**config.mk**
```make
export PLATFORM = sky130hd
export DESIGN_NAME = bcd_countdown_timer
export DESIGN_NICKNAME = d
export VERILOG_FILES = /design/src/rtl/bcd_timer_pkg.sv /design/src/rtl/bcd_digit_down.sv /design/src/rtl/bcd_countdown_timer.sv
export SDC_FILE = /design/constraint.sdc
export NUM_CORES = 1
export LEC_CHECK = 0
export CORE_MARGIN = 3
export CORE_UTILIZATION = 38
export CTS_BUF_LIST = sky130_fd_sc_hd__clkbuf_4 sky130_fd_sc_hd__clkbuf_8 sky130_fd_sc_hd__clkbuf_16
export CTS_CLUSTER_DIAMETER = 50
export CTS_CLUSTER_SIZE = 40
export DETAILED_ROUTE_END_ITERATION = 12
export HOLD_SLACK_MARGIN = 0.03
export PLACE_DENSITY_LB_ADDON = 0.1
export SLEW_MARGIN = 5
export SYNTH_ARGS = -nofsm -noshare
export SYNTH_HDL_FRONTEND = slang
export SYNTH_HIERARCHICAL = 1
export SYNTH_SLANG_ARGS = --single-unit
export TNS_END_PERCENT = 5
```
**constraint.sdc**
```tcl
create_clock -name clk -period 6.8 [get_ports clk]
set_input_delay 0.68 -clock clk [delete_from_list [all_inputs] [get_ports clk]]
set_output_delay 0.68 -clock clk [all_outputs]
set_load 0.005 [all_outputs]
```
**src/rtl/bcd_timer_pkg.sv**
```systemverilog
// Shared definitions for the BCD countdown timer.
//   state_t      : controller state encoding (2 bits)
//   BCD_NINE     : largest legal units digit, also the reload value on borrow
//   is_bcd_digit : true when a 4-bit digit does not exceed the given limit
package bcd_timer_pkg;

    typedef enum logic [1:0] {
        ST_IDLE    = 2'd0,
        ST_RUN     = 2'd1,
        ST_PAUSED  = 2'd2,
        ST_EXPIRED = 2'd3
    } state_t;

    localparam logic [3:0] BCD_NINE = 4'd9;

    function automatic logic is_bcd_digit(input logic [3:0] digit,
                                          input logic [3:0] max_val);
        return (digit <= max_val);
    endfunction

endpackage

```
**src/rtl/bcd_digit_down.sv**
```systemverilog
// One BCD digit of a down-counting chain (purely combinational).
// Ports:
//   digit      in  4  current digit value
//   dec_in     in  1  decrement request (borrow from the less significant digit)
//   reload     in  4  value taken when decrementing from 0
//   next_digit out 4  digit value after this cycle's decrement (or unchanged)
//   borrow_out out 1  dec_in && digit==0, propagates to the next digit
module bcd_digit_down (
    input  logic [3:0] digit,
    input  logic       dec_in,
    input  logic [3:0] reload,
    output logic [3:0] next_digit,
    output logic       borrow_out
);

    logic w_is_zero;

    assign w_is_zero  = (digit == 4'd0);
    assign borrow_out = dec_in && w_is_zero;

    always_comb begin
        next_digit = digit;
        if (dec_in) begin
            next_digit = w_is_zero ? reload : (digit - 4'd1);
        end
    end

endmodule

```
**src/rtl/bcd_countdown_timer.sv**
```systemverilog
// Four-digit BCD countdown timer, MM:SS (00:00..99:59).
// Loads a preset, counts down one second per tick_1hz, flags expiry with a
// one-cycle done pulse and an alarm level held until ack or a new load.
// Ports:
//   clk, rst_n                  clock, synchronous active-low reset
//   tick_1hz                    one-cycle pulse per second
//   load, load_min_bcd/sec_bcd  preset capture request and {tens,units} values
//   start, stop, ack            control pulses
//   min_bcd, sec_bcd            current value {tens,units}
//   running                     high while counting
//   done                        one-cycle pulse on reaching 00:00 while counting
//   alarm                       high while expired
//   load_err                    one-cycle pulse when a preset is rejected
module bcd_countdown_timer
    import bcd_timer_pkg::*;
#(
    parameter int MIN_TENS_MAX = 9,
    parameter int SEC_TENS_MAX = 5
) (
    input  logic       clk,
    input  logic       rst_n,
    input  logic       tick_1hz,
    input  logic       load,
    input  logic [7:0] load_min_bcd,
    input  logic [7:0] load_sec_bcd,
    input  logic       start,
    input  logic       stop,
    input  logic       ack,
    output logic [7:0] min_bcd,
    output logic [7:0] sec_bcd,
    output logic       running,
    output logic       done,
    output logic       alarm,
    output logic       load_err
);

    localparam logic [3:0] MIN_TENS_RELOAD = 4'(MIN_TENS_MAX);
    localparam logic [3:0] SEC_TENS_RELOAD = 4'(SEC_TENS_MAX);

    state_t     r_state;
    logic [7:0] r_min;
    logic [7:0] r_sec;
    logic       r_running;
    logic       r_done;
    logic       r_alarm;
    logic       r_load_err;

    logic [7:0] w_min_nxt;
    logic [7:0] w_sec_nxt;
    logic       w_borrow_su;
    logic       w_borrow_st;
    logic       w_borrow_mu;
    logic       w_borrow_mt;
    logic       w_load_ok;
    logic       w_nonzero;
    logic       w_next_zero;

    // Borrow chain: seconds units -> seconds tens -> minutes units -> minutes tens.
    // The chain is only consumed on a RUN tick, so tick_1hz drives it directly.
    bcd_digit_down u_sec_units (
        .digit      (r_sec[3:0]),
        .dec_in     (tick_1hz),
        .reload     (BCD_NINE),
        .next_digit (w_sec_nxt[3:0]),
        .borrow_out (w_borrow_su)
    );

    bcd_digit_down u_sec_tens (
        .digit      (r_sec[7:4]),
        .dec_in     (w_borrow_su),
        .reload     (SEC_TENS_RELOAD),
        .next_digit (w_sec_nxt[7:4]),
        .borrow_out (w_borrow_st)
    );

    bcd_digit_down u_min_units (
        .digit      (r_min[3:0]),
        .dec_in     (w_borrow_st),
        .reload     (BCD_NINE),
        .next_digit (w_min_nxt[3:0]),
        .borrow_out (w_borrow_mu)
    );

    // A borrow out of the top digit cannot occur: counting stops at 00:00.
    bcd_digit_down u_min_tens (
        .digit      (r_min[7:4]),
        .dec_in     (w_borrow_mu),
        .reload     (MIN_TENS_RELOAD),
        .next_digit (w_min_nxt[7:4]),
        .borrow_out (w_borrow_mt)
    );

    assign w_load_ok = is_bcd_digit(load_min_bcd[7:4], MIN_TENS_RELOAD) &&
                       is_bcd_digit(load_min_bcd[3:0], BCD_NINE)        &&
                       is_bcd_digit(load_sec_bcd[7:4], SEC_TENS_RELOAD) &&
                       is_bcd_digit(load_sec_bcd[3:0], BCD_NINE);

    assign w_nonzero   = ({r_min, r_sec} != 16'h0000);
    assign w_next_zero = ({w_min_nxt, w_sec_nxt} == 16'h0000);

    always_ff @(posedge clk) begin
        if (!rst_n) begin
            r_state    <= ST_IDLE;
            r_min      <= 8'h00;
            r_sec      <= 8'h00;
            r_running  <= 1'b0;
            r_done     <= 1'b0;
            r_alarm    <= 1'b0;
            r_load_err <= 1'b0;
        end else begin
            r_done     <= 1'b0;
            r_load_err <= 1'b0;
            // Load is ignored while running, so it only claims the edge elsewhere;
            // a claimed edge drops any start/stop/ack presented with it.
            if (load && (r_state != ST_RUN)) begin
                if (w_load_ok) begin
                    r_min     <= load_min_bcd;
                    r_sec     <= load_sec_bcd;
                    r_state   <= ST_IDLE;
                    r_running <= 1'b0;
                    r_alarm   <= 1'b0;
                end else begin
                    r_load_err <= 1'b1;
                end
            end else begin
                case (r_state)
                    ST_RUN: begin
                        if (stop) begin
                            r_state   <= ST_PAUSED;
                            r_running <= 1'b0;
                        end else if (tick_1hz) begin
                            r_min <= w_min_nxt;
                            r_sec <= w_sec_nxt;
                            if (w_next_zero) begin
                                r_state   <= ST_EXPIRED;
                                r_running <= 1'b0;
                                r_alarm   <= 1'b1;
                                r_done    <= 1'b1;
                            end
                        end
                    end
                    ST_EXPIRED: begin
                        if (ack) begin
                            r_state <= ST_IDLE;
                            r_alarm <= 1'b0;
                        end
                    end
                    default: begin
                        // IDLE or PAUSED: stop outranks start even when it has no effect.
                        if (!stop && start && w_nonzero) begin
                            r_state   <= ST_RUN;
                            r_running <= 1'b1;
                        end
                    end
                endcase
            end
        end
    end

    assign min_bcd  = r_min;
    assign sec_bcd  = r_sec;
    assign running  = r_running;
    assign done     = r_done;
    assign alarm    = r_alarm;
    assign load_err = r_load_err;

endmodule

```
==> impl_metrics.ini, run 1 <==
[cells_and_area]
seq_area_um2 = 440
finalNonFillerCells = 334
drive_gt1_frac = 0.160
fillers = 466
fin_nets = 297
n_antenna_cell = 0
syn_to_final_growth_pct = 26.2
final_cell_area_mm2 = 0.00237
multiInputGateArea_mm2 = 0.00133
most-common-layout-cells = clkdlybuf4s50_1, nand2_1, dfxtp_1
final_common_cell = clkdlybuf4s50_1

[route]
avgRoutedWirePerCell_um = 14.7
drt_iter0_drc = 108
wl_um = 4910
vias_per_cell = 5.36
ant_nets = 0
vias = 1790
drt_pass1_iterations = 4
route.detailed.drc = 0

[setup_path]
worstReg2RegStart = sec_bcd[0]$_SDFFE_PN0P_
critical_path_class = primary input to flop
crit_fanout = 12
cp-end-kind = flop
r2r_setup_slack_ps = 3660
critPathArrivalTime_ps = 3500
critPathRequiredTime_ps = 6970
reg2reg_to = running$_SDFFE_PN0P_
startpoint_type = primary input
r2r_cells = 13

[sta]
timing.fmax_ghz = 0.300
finalSetupTns_ps = 0
fin_crit_ps = 3330
finClkSkew_ps = 1.92
maxSlewViolCount = 0
slew-limit-headroom = 0.455
worst_slew_pin_slew_ps = 815
setup_viol = 0
rsz0062_at_grt = false
final.period_utilization = 0.490
hold_viol = 0

[run]
maxCapViolations = 0

[placed_design]
hpwl_um = 3490
gp_congestion = 0.898
dpl_cell_area_mm2 = 0.00231
dp_cells = 330
portBuffers = 42

[global_route]
grt_pass1_wl_um = 8310
gr-total-overflow = 0
antenna_found_initial = 0
grt_max_degree = 25
grt_pass1_vias = 1706
grtUsageTotal = 0.172

[clock_tree]
post_cts_resized = 0
cts_hold_buf = 0
path_clk_slew_ps = 90
clockRootBuffer = clkbuf_8
clk_path_buf_depth = 2
postCtsSetupBuffers = 0
tritoncts = done
cts_buffers = 3
clk_latency_ps = 270
htreeDepth = 1
cts_sinks = 22

[power]
powerDensity_mw_per_mm2 = 138
p_leak_nw = 0.830
vdd_drop_max_v = 0.000119

[hold_path]
min-delay-start = sec_bcd[5]$_SDFFE_PN0P_
hold_end = sec_bcd[5]$_SDFFE_PN0P_
hold_path_class = flop to flop
holdPathStages = 2

[die]
die_x_um = 76.3
row_count = 24
floorplan.core_area_mm2 = 0.00456
initial_core_util = 0.411
die-area_mm2 = 0.00581
die_h_um = 76.3
io_pins = 43

[yosys]
syn_avg_cell_area_um2 = 8.49
synth_warnings = 6
synth_area_mm2 = 0.00188
syn_inst = 221

[outcome]
status = completed
[routing by layer]
layer / up-vias / track usage / routed length, µm / part of all wire
li1: 903 / - / - / -
met1: 829 / 0.237 / 2370 / 0.48
met2: 49 / 0.273 / 2220 / 0.45
met3: 9 / 0.0343 / 246 / 0.050
met4: 0 / 0.0417 / 68 / 0.014
met5: - / 0 / 0 / 0
[how the worst max path moves through the flow]
stage / start / end / depth (start not counted)
3_3_place_gp: tick_1hz / running$_SDFFE_PN0P_ / 10
4_1_cts: tick_1hz / running$_SDFFE_PN0P_ / 10
3_5_place_dp: tick_1hz / running$_SDFFE_PN0P_ / 10
2_1_floorplan: sec_bcd[0]$_SDFFE_PN0P_ / running$_SDFFE_PN0P_ / 16
6_report: tick_1hz / running$_SDFFE_PN0P_ / 10
5_1_grt: tick_1hz / running$_SDFFE_PN0P_ / 10
[power by group]
| part | switching, mW | internal [mW] | leakage (nW) |
|---|---|---|---|
| clock | 0.0496 | 0.0518 | 0.0288 |
| combinational | 0.0450 | 0.0439 | 0.624 |
| sequential | 0.00550 | 0.132 | 0.178 |
[registers in the layout (all words and copies together), names as in the netlist]
register	cells
alarm	1
load_err	1
running	1
min_bcd	8
done	1
sec_bcd	8
r_state	2
[final cells by class]
cell class | instances | share of cell area
clock buffer | 4 | 0.0233
inverter | 10 | 0.0159
multi-input combinational | 191 | 0.563
sequential | 22 | 0.186
tap | 65 | 0.0344
timing repair buffer | 42 | 0.178
[critical path, cell delays in order]
cell,delay (ps)
clkdlybuf4s50_1,690
and2_2,330
and2_2,270
and2_2,250
o221ai_1,180
nor4_1,230
nand4_1,170
nor4_2,330
nor2_1,90
o31a_1,270
[per-stage QoR]
step                      hold slack (ps)  power [mW]   util  setup WS [ps]
final                                 517       0.328  0.519           3470
after global routing                  559       0.345  0.519           3170
after CTS                             521       0.331  0.519           3490
after detailed placement              509       0.228  0.507           3200
after global placement                500       0.229  0.507           3290
after floorplan                       494       0.201      -           3850
(Power assumes the default switching activity.)
==> run 2, diff against run 1 <==
Clock period 6.8 ns to 2.77 ns, I/O delays scaled along.
==> run 2 against run 1 <==
Via count rose by 2.3%. Flip-flop and latch count did not move. Routed wire length rose by 5.1%. Register-to-register slack got worse by 3500 ps. Worst setup slack got worse by 3300 ps. Global-route usage rose by 0.88 points. Clock power rose to 3.1 times the previous value. Final cell count rose by 5.7%. Count of clock-buffer cells in the layout fell by 1. Critical path type is now flop to flop. Critical endpoint is now r_state[1]$_SDFFE_PN0P_. Highest routed layer unchanged.
==> impl_metrics.ini, run 2 (synthesis gave the netlist of run 1 again) <==
[outcome]
status = completed

[setup_path]
startpoint_type = flop
critical_path_class = flop to flop
crit_fanout = 10
critPathArrivalTime_ps = 2720
critPathRequiredTime_ps = 2920
cp-end-kind = flop

[route]
wl_um = 5160
vias_per_cell = 5.19
avgRoutedWirePerCell_um = 14.6
vias = 1831
wl_met3_um = 189
ant_nets = 0
met1_length_um = 2640
top_layer = met4
met2_length_um = 2310
drt_pass1_iterations = 4
drt_iter0_drc = 110
route.detailed.drc = 0

[clock_tree]
cts_sinks = 22
cts_buffers = 3
clk_latency_ps = 270
clk_path_buf_depth = 2
postCtsSetupBuffers = 0
tritoncts = done
path_clk_slew_ps = 90
cts_hold_buf = 0
htreeDepth = 1
clockRootBuffer = clkbuf_8

[power]
powerDensity_mw_per_mm2 = 351
p_leak_nw = 0.947
vdd_drop_max_v = 0.000224

[die]
floorplan.core_area_mm2 = 0.00456
initial_core_util = 0.411
io_pins = 43
row_count = 24
die_h_um = 76.3
die-area_mm2 = 0.00581
die_x_um = 76.3

[sta]
finClkSkew_ps = 3.19
final.period_utilization = 0.928
slew-limit-headroom = 0.450
hold_viol = 0
fin_crit_ps = 2570
timing.fmax_ghz = 0.389
maxSlewViolCount = 0
setup_viol = 0
finalSetupTns_ps = 0
worst_slew_pin_slew_ps = 823
rsz0062_at_grt = false

[placed_design]
gp_congestion = 0.815
dpl_cell_area_mm2 = 0.00249
portBuffers = 42
hpwl_um = 3930

[cells_and_area]
final_cell_area_mm2 = 0.00258
drive_gt1_frac = 0.243
fin_nets = 316
syn_to_final_growth_pct = 37.4
most-common-layout-cells = clkdlybuf4s50_1, nand2_1, dfxtp_1
final_common_cell = clkdlybuf4s50_1
n_antenna_cell = 0

[hold_path]
hold_path_class = flop to flop

[global_route]
antenna_found_initial = 0
grt_pass1_wl_um = 8760
grt_pass1_vias = 1738
grtUsageTotal = 0.180
gr-total-overflow = 0
grt_max_degree = 25

[run]
maxCapViolations = 0
## run 2: final timing paths
check / slack (ps) / startpoint / depth (start not counted) / to
min reg2reg: 540 / alarm$_SDFFE_PN0P_ / 2 / alarm$_SDFFE_PN0P_
min: 540 / alarm$_SDFFE_PN0P_ / 2 / alarm$_SDFFE_PN0P_
max reg2reg: 200 / sec_bcd[0]$_SDFFE_PN0P_ / 12 / r_state[1]$_SDFFE_PN0P_
max: 200 / sec_bcd[0]$_SDFFE_PN0P_ / 12 / r_state[1]$_SDFFE_PN0P_
## run 2: power breakdown
part | leakage, nW | total [mW] | internal [mW] | switching [mW]
logic | 0.732 | 0.260 | 0.132 | 0.128
clock network | 0.0357 | 0.310 | 0.193 | 0.117
registers | 0.179 | 0.333 | 0.323 | 0.0101
total | 0.947 | 0.904 | 0.649 | 0.255
## run 2: stage by stage
stage | power (mW) | util | cells | setup slack (ps) | hold slack, ps
floorplan | 0.503 | - | 235 | -32.9 | 420
global placement | 0.592 | 0.546 | 349 | 52.5 | 528
detailed placement | 0.593 | 0.546 | 349 | 16.7 | 523
CTS | 0.906 | 0.561 | 353 | 42.0 | 539
global route | 0.953 | 0.564 | 353 | 22.0 | 558
finish | 0.904 | 0.564 | 353 | 200 | 543
## run 2: timing repair
action                                 CTS  global route
gates resized for setup                  0             2
setup endpoints to repair                0             4
endpoints found under the hold margin    0             0
## run 2: critical path: stages, from the launching register on
cell	delay, ps
dfxtp_4	350
inv_2	70
ha_4	140
nor3b_4	190
and2_4	170
and2_4	180
and2_4	180
buf_4	140
a21oi_1	60
nor3_1	540
nor4_4	120
o2111ai_1	210
nand3_1	100
## run 2: per-layer routing
metal | track usage | vias to the layer above
met5 | 0 | -
met1 | 0.249 | 851
met2 | 0.300 | 38
met4 | 0.0272 | 0
met3 | 0.0296 | 2
li1 | - | 940
## run 2: area by class of cell
cell class,count,area [µm²]
flip-flops and latches,22,445
repair buffers,61,563
multi-input cells,191,1380
clock inverters,1,30.0
well taps,65,81.3
fillers,438,1990
inverters,10,37.5
clock buffers,3,41.3
